<file path="config.mk">
export PLATFORM = sky130hd
export DESIGN_NAME = hazard_scoreboard
export DESIGN_NICKNAME = d
export VERILOG_FILES = /design/src/rtl/hazard_scoreboard.sv
export SDC_FILE = /design/constraint.sdc
export NUM_CORES = 1
export LEC_CHECK = 0
export ABC_CLOCK_PERIOD_IN_PS = 2300
export BUFFER_PORTS_ARGS = -buffer_cell sky130_fd_sc_hd__buf_2
export CORE_MARGIN = 1
export CORE_UTILIZATION = 33
export CTS_BUF_LIST = sky130_fd_sc_hd__clkbuf_8
export DETAILED_ROUTE_END_ITERATION = 8
export PLACE_DENSITY = 0.76
export SYNTH_ARGS = -nofsm -noshare
export SYNTH_HDL_FRONTEND = slang
export SYNTH_SLANG_ARGS = --single-unit
export TNS_END_PERCENT = 5
</file>
<file path="constraint.sdc">
create_clock -name clk -period 2.3 [get_ports clk]
set_input_delay 0.345 -clock clk [delete_from_list [all_inputs] [get_ports clk]]
set_output_delay 0.345 -clock clk [all_outputs]
set_load 0.1 [all_outputs]
</file>
<file path="src/rtl/hazard_scoreboard.sv">
// Hazard unit: N-source operand forwarding, load-use / scoreboard / structural
// stall generation, and a one-deep countdown scoreboard for a long (mul/div) op.
module hazard_scoreboard #(
  parameter int REG_W      = 5,
  parameter int FWD_STAGES = 2,
  parameter int LAT_W      = 3
) (
  input  logic                        clk,
  input  logic                        rst_n,
  input  logic [FWD_STAGES-1:0]       FWD_rd_rw,
  input  logic [FWD_STAGES*REG_W-1:0] FWD_rd,
  input  logic [REG_W-1:0]            EXEC_rs1,
  input  logic [REG_W-1:0]            EXEC_rs2,
  output logic [FWD_STAGES-1:0]       FWD_rs1,
  output logic [FWD_STAGES-1:0]       FWD_rs2,
  input  logic [REG_W-1:0]            IF_ID_rs1,
  input  logic [REG_W-1:0]            IF_ID_rs2,
  input  logic [REG_W-1:0]            IF_ID_rd,
  input  logic                        ID_rd_rw,
  input  logic                        ID_lop,
  input  logic [REG_W-1:0]            EXEC_rd,
  input  logic                        EXEC_mem_read,
  input  logic                        BRA_mispredict,
  input  logic                        JMP_ctrl,
  input  logic                        IF_valid,
  input  logic                        MEM_valid,
  input  logic                        issue_valid,
  input  logic [REG_W-1:0]            issue_rd,
  input  logic [LAT_W-1:0]            issue_lat,
  output logic                        IF_stall,
  output logic                        IF_ID_stall,
  output logic                        EXEC_MEM_stall,
  output logic                        IF_ID_flush,
  output logic                        EXEC_MEM_flush,
  output logic                        ctrlBubble,
  output logic                        lop_busy,
  output logic                        lop_done,
  output logic [REG_W-1:0]            lop_rd
);

  typedef enum logic [0:0] {IDLE = 1'b0, BUSY = 1'b1} lop_state_t;

  localparam logic [LAT_W-1:0] CNT_ZERO = {LAT_W{1'b0}};
  localparam logic [LAT_W-1:0] CNT_ONE  = {{(LAT_W-1){1'b0}}, 1'b1};
  localparam logic [REG_W-1:0] X0       = {REG_W{1'b0}};

  lop_state_t       state_r;
  logic [LAT_W-1:0] cnt_r;
  logic [REG_W-1:0] lop_rd_r;

  logic             busy_s;
  logic             done_s;
  logic             accept_s;
  logic [LAT_W-1:0] lat_eff_s;
  logic             load_stall_s;
  logic             sb_stall_s;
  logic             st_stall_s;
  logic             hold_s;

  // Youngest matching source wins; x0 is hard-wired and never forwarded.
  function automatic logic [FWD_STAGES-1:0] fwd_select(
    input logic [REG_W-1:0]            src,
    input logic [FWD_STAGES-1:0]       rw,
    input logic [FWD_STAGES*REG_W-1:0] rd
  );
    logic [FWD_STAGES-1:0] sel;
    logic                  found;
    logic                  hit;
    sel   = {FWD_STAGES{1'b0}};
    found = 1'b0;
    for (int k = 0; k < FWD_STAGES; k++) begin
      hit    = rw[k] && (rd[k*REG_W +: REG_W] == src) && (src != X0);
      sel[k] = hit && !found;
      found  = found || hit;
    end
    return sel;
  endfunction

  // Destination write is included so a WAW on the long-op target also holds.
  function automatic logic id_touches(
    input logic [REG_W-1:0] r,
    input logic [REG_W-1:0] rs1,
    input logic [REG_W-1:0] rs2,
    input logic [REG_W-1:0] rd,
    input logic             rd_rw
  );
    return (rs1 == r) || (rs2 == r) || (rd_rw && (rd == r));
  endfunction

  assign FWD_rs1 = fwd_select(EXEC_rs1, FWD_rd_rw, FWD_rd);
  assign FWD_rs2 = fwd_select(EXEC_rs2, FWD_rd_rw, FWD_rd);

  assign busy_s    = (state_r == BUSY);
  assign done_s    = busy_s && (cnt_r == CNT_ONE);
  assign accept_s  = issue_valid && !BRA_mispredict && (!busy_s || done_s);
  assign lat_eff_s = (issue_lat == CNT_ZERO) ? CNT_ONE : issue_lat;

  assign load_stall_s = EXEC_mem_read && (EXEC_rd != X0) &&
                        ((IF_ID_rs1 == EXEC_rd) || (IF_ID_rs2 == EXEC_rd));

  // The register is released in the done cycle itself (write-through regfile).
  assign sb_stall_s =
      (busy_s && !done_s &&
       id_touches(lop_rd_r, IF_ID_rs1, IF_ID_rs2, IF_ID_rd, ID_rd_rw)) ||
      (accept_s && (issue_rd != X0) &&
       id_touches(issue_rd, IF_ID_rs1, IF_ID_rs2, IF_ID_rd, ID_rd_rw));

  assign st_stall_s = ID_lop && busy_s && !done_s;
  assign hold_s     = load_stall_s || sb_stall_s || st_stall_s || !IF_valid || !MEM_valid;

  assign IF_stall       = hold_s;
  assign IF_ID_stall    = hold_s;
  assign ctrlBubble     = hold_s;
  assign EXEC_MEM_stall = !MEM_valid;
  assign IF_ID_flush    = JMP_ctrl || BRA_mispredict;
  assign EXEC_MEM_flush = BRA_mispredict;

  assign lop_busy = busy_s;
  assign lop_done = done_s;
  assign lop_rd   = lop_rd_r;

  // Long-op countdown; free-running through stalls and immune to flushes.
  always_ff @(posedge clk or negedge rst_n) begin
    if (!rst_n) begin
      state_r  <= IDLE;
      cnt_r    <= CNT_ZERO;
      lop_rd_r <= X0;
    end else begin
      case (state_r)
        IDLE: begin
          if (accept_s) begin
            state_r  <= BUSY;
            cnt_r    <= lat_eff_s;
            lop_rd_r <= issue_rd;
          end else begin
            state_r  <= IDLE;
          end
        end
        BUSY: begin
          if (accept_s) begin
            cnt_r    <= lat_eff_s;
            lop_rd_r <= issue_rd;
          end else if (done_s) begin
            state_r  <= IDLE;
            cnt_r    <= CNT_ZERO;
          end else begin
            cnt_r    <= cnt_r - CNT_ONE;
          end
        end
        default: begin
          state_r  <= IDLE;
          cnt_r    <= CNT_ZERO;
          lop_rd_r <= X0;
        end
      endcase
    end
  end

endmodule

</file>
# Word level (Yosys, flattened, before mapping)
# Index checks and enable logic that the tools add are counted.
[totals]
reg_bits = 9
out_inout_bits = 17
[op_classes]
n_reduce_logical = 47
n_bitwise = 1
eq_ne = 14
add_sub_neg = 1
muxes = 10
[ops]
columns = ["operator", "count"]
rows = [
  ["5-bit equality test", 12],
  ["1-bit logical AND", 23],
  ["5-bit nonzero test", 4],
  ["1-bit logical OR", 12],
  ["3-bit 2-to-1 mux", 4],
  ["1-bit logical NOT", 7],
  ["3-bit case mux with 2 select lines", 1],
  ["5-bit 2-to-1 mux", 1],
  ["3-bit by 1-bit equality test with 1-bit output, second input constant", 1],
  ["3-bit logical NOT", 1],
  ["1-bit 2-to-1 mux", 3],
  ["3-bit by 1-bit subtractor with 3-bit output, second input constant", 1],
  ["2-bit != test, second input constant", 1],
  ["1-bit case mux with 2 select lines", 1],
  ["1-bit inverter", 1],
]

# Depth between registers and ports, before layout
[depth]
depth_word = 11
depth_mapped = 8
depth_no_buf = 7

# Least setup slack after synthesis
# No wires, ideal clock.
[synth_path]
path_type = "input port to output port"
from = "input port EXEC_rs1[2]"
to = "output port FWD_rs1[1]"
path_slack_ns = -3.487
cell_stages = 4
t_required_ns = 1.955
arrival_time_ns = 5.442
n_path_buf = 0
cell_sequence = "xnor2_1 > nand4_1 > nor4_1 > nor4_1"
[synth_via]
elab_chain_len = 5
elab_cells_between_ends = 9
[synth_lines]
columns = ["item", "line", "source"]
rows = [
  ["start: declaration", "12", "input logic [REG_W-1:0] EXEC_rs1,"],
  ["5-bit equality test", "72", "hit = rw[k] && (rd[k*REG_W +: REG_W] == src) && (src != X0);"],
  ["1-bit logical AND", "72", ""],
  ["1-bit logical AND *", "72", ""],
  ["net FWD_rs1[0]", "14", "output logic [FWD_STAGES-1:0] FWD_rs1,"],
  ["1-bit logical NOT *", "73", "sel[k] = hit && !found;"],
  ["1-bit logical AND *", "73", ""],
  ["end: declaration", "14", ""],
]
# Mark *: on every way through the listed nets, which the timed path passes. The rest lies on a longest branch.

# Final worst setup path
[layout_path]
from = "input port issue_rd[4]"
to = "output port IF_stall"
[layout_via]
elab_chain_len = 9
elab_cells_between_ends = 14
[layout_lines]
columns = ["item", "line", "source"]
rows = [
  ["start: declaration", "28", "input logic [REG_W-1:0] issue_rd,"],
  ["5-bit equality test", "87", "return (rs1 == r) || (rs2 == r) || (rd_rw && (rd == r));"],
  ["1-bit logical OR or 1-bit logical AND (tied branches)", "87", ""],
  ["1-bit logical OR", "87", ""],
  ["1-bit logical AND *", "105", "(accept_s && (issue_rd != X0) &&"],
  ["1-bit logical OR *", "104", "id_touches(lop_rd_r, IF_ID_rs1, IF_ID_rs2, IF_ID_rd, ID_rd_rw)) ||"],
  ["1-bit logical OR * (4 in series)", "109", "assign hold_s = load_stall_s || sb_stall_s || st_stall_s || !IF_valid || !MEM_valid;"],
  ["end: declaration", "30", "output logic IF_stall,"],
]
# Every way passes the cells marked *; elsewhere a longest branch is shown, timed or not.

==> qor.txt <==
Status -> complete, but fails checks
Violated checks -> negative setup slack
Worst endpoint required time -> 1.96 ns
TritonCTS clock tree -> built
DP Worst Slack -> -0.0366 ns
Clock transition at the registers of the reported paths -> 0.04 ns
Die area -> 3910 um^2
Worst endpoint data arrival time -> 1.98 ns
Final WL -> 3420 um
First-pass GRT wire length -> 5600 um
Worst-Skew Late Latency -> 0.23 ns
Die Y-Extent -> 62.6 um
Final setup fails -> 3
1st-pass router iterations -> 2
Setup_tns -> -0.0732 ns
Iteration-0 DRC Markers -> 26
I/O Pins -> 77
Gr ovfl total -> 0
Area of the mapped netlist -> 1210 um^2
Die Width -> 62.6 um
Final worst path period need -> 2.32 ns
Antenna viol nets, final -> 0
Sw Share -> 56.7%
Max Freq -> 430 MHz
Initial Utilization -> 35.4%
FILL cells -> 308
Type of origin of the critical path -> primary input
Area grow syn2layout -> 64.6%
PortBufs -> 76
Post-synthesis compound-gate area fraction -> 6.83%
Synth Area in Adders -> 2.07%
Diode count -> 0
TritonCTS Sinks -> 9
Synth area leaders -> xnor2_1 (22%), xor2_1 (22%), dfrtp_1 (19%)
CTS root buf -> clkbuf_8
Register area share after synthesis -> 18.6%
DP HPWL -> 2900 um
Initial antenna violation count -> 0
Ys flop type -> dfrtp_1
Synth area leader -> xnor2_1
Power share of the clock group -> 9.5%
Rel. slew slack -> 67.5%
Drt drc -> 0
Worst Tran Pin Value -> 0.491 ns
Max cap viols -> 0
PD cells -> 928 nW/um^2
Metal2 WL -> 1810 um
HP Class -> in -> reg
Post-Synthesis Cells -> 143
Final Cycle Share -> 101%
Mean Syn Cell Area -> 8.46 um^2
Fraction of registers with async set/reset -> 100%
Final hold vios -> 0
R2r setup slk -> 0.72 ns
Endpoint type of the worst setup path -> primary output
Clk buf depth -> 2
Core Region -> 3420 um^2
Layout Nets -> 293
Final setup margin -> -0.0245 ns
Post-Route M1 WL -> 1370 um
RSZ-0062 raised after global routing -> true
Vias in the first global route -> 1,320
Highest metal used -> met4
Largest net degree at the start of global routing -> 10
Fraction of synthesized area in multiplexers -> 5.48%
Synth top cells by count -> xnor2_1 (30), xor2_1 (30), dfrtp_1 (9), nand2_1 (7), nor2_1 (7)
# rows -> 21
Vias -> 1,327
Synthesis-stage register bit count -> 9
Placer congestion estimate -> 0.832
CTS buffer count -> 3
Synth top area share -> 21.7%
Worst clock skew -> 0.00273 ns
Gr usage total -> 17.6%
Final hold slack -> 0.357 ns
Core Util, Final -> 58.3%
CP max FO -> 3
Met3 WL -> 198 um
Ys Warns -> 0
CTS H-tree lvls -> 1
Psw -> 1.05 mW
WL per Instance -> 12.4 um
Post-synthesis simple-gate area fraction -> 20.5%
Fraction of synthesized cell area in xor and xnor cells -> 43.4%
Share of power burned in registers -> 20.4%
Largest family of logic cells by synthesized area -> XOR/XNOR gates
Crit Path Class -> in -> out
Synth unique cells -> 29
Layout cells sized above 1 -> 49.6%
Combinational share of power -> 70.1%
EDFF count, synth -> 0
Internal power -> 0.801 mW
Nets in the synthesized netlist -> 205
Vias/cell -> 4.81
Final slew viol count -> 0
Worst vdd ir -> 0.000820 V
Static Leakage -> 0.857 nW
## power groups by stage
stage,combinational (mW),sequential (mW),clock (mW)
after floorplan,0.543,0.736,0
after global placement,1.19,0.373,0
after detailed placement,1.20,0.372,0
after CTS,1.26,0.369,0.183
after global routing,1.37,0.388,0.194
final,1.30,0.377,0.176
## metrics by stage
stage | area (um^2) | total power, mW | cells
after floorplan | 1300 | 1.28 | 143
after global placement | 1870 | 1.56 | 268
after detailed placement | 1870 | 1.58 | 268
after CTS | 1970 | 1.81 | 276
after global routing | 1990 | 1.95 | 276
final | 1990 | 1.85 | 276
## layer usage
metal  up-vias  track usage (%)
met5         -                0
met4         0             2.62
met3         2             3.47
met2        51             36.0
met1       601             18.3
li1        673                -
## state kept, by name, indices dropped and copies added (netlist names)
signal,count
cnt_r,3
lop_busy,1
lop_rd,5
## cell families after synthesis
family                     after synthesis
buffers and inverters                    7
adders and majority gates                2
and+or+nand+nor                         46
muxes                                    6
xor gates and xnor gates                60
AOI/OAI and AO/OA                       13
DFF                                      9
## worst max-delay path: stages
cell     delay (ns)
buf_6          0.09
or4_4          0.53
o21ai_2        0.16
a31oi_1        0.07
or4_4          0.58
buf_12         0.20
## final cells by class
class	count	area [um^2]	share of cell area, %
Tap cell	46	57.6	2.89
Clock inverter	1	3.75	0.188
Sequential cell	9	233	11.7
Inverter	4	15.0	0.754
Timing Repair Buffer	86	569	28.6
Multi-Input combinational cell	127	1070	53.8
Clock buffer	3	41.3	2.07
## placed cells by master, fill, tap and decap left out, types with 5 or more instances in the layout
cell | Yosys | routed
nand2_1 | 7 | 6
xnor2_1 | 30 | 30
nor2_1 | 7 | 5
xor2_1 | 30 | 30
buf_2 | 0 | 68
inv_1 | 4 | 5
buf_4 | 3 | 9
nor3_1 | 6 | 6
dfrtp_2 | 0 | 6
nand3_1 | 6 | 6
buf_12 | 0 | 7
## what timing repair did
item	in CTS	in global routing
pin swaps	3	0
hold endpoints to repair	9	0
endpoints found under the setup margin	3	3
hold buffers	1	0
gates resized for setup	5	4
buffers inserted	3	0
## final timing paths
check / startpoint / cells past startpoint / endpoint
max: issue_rd[4] / 6 / IF_stall
max in group asynchronous: rst_n / 2 / lop_rd[4]
min in group asynchronous: rst_n / 2 / cnt_r[0]
max reg2reg: cnt_r[1] / 6 / lop_rd[0]
min: issue_lat[1] / 2 / cnt_r[1]
min reg2reg: lop_busy / 2 / lop_busy
Power figures use the tool's default switching activity.
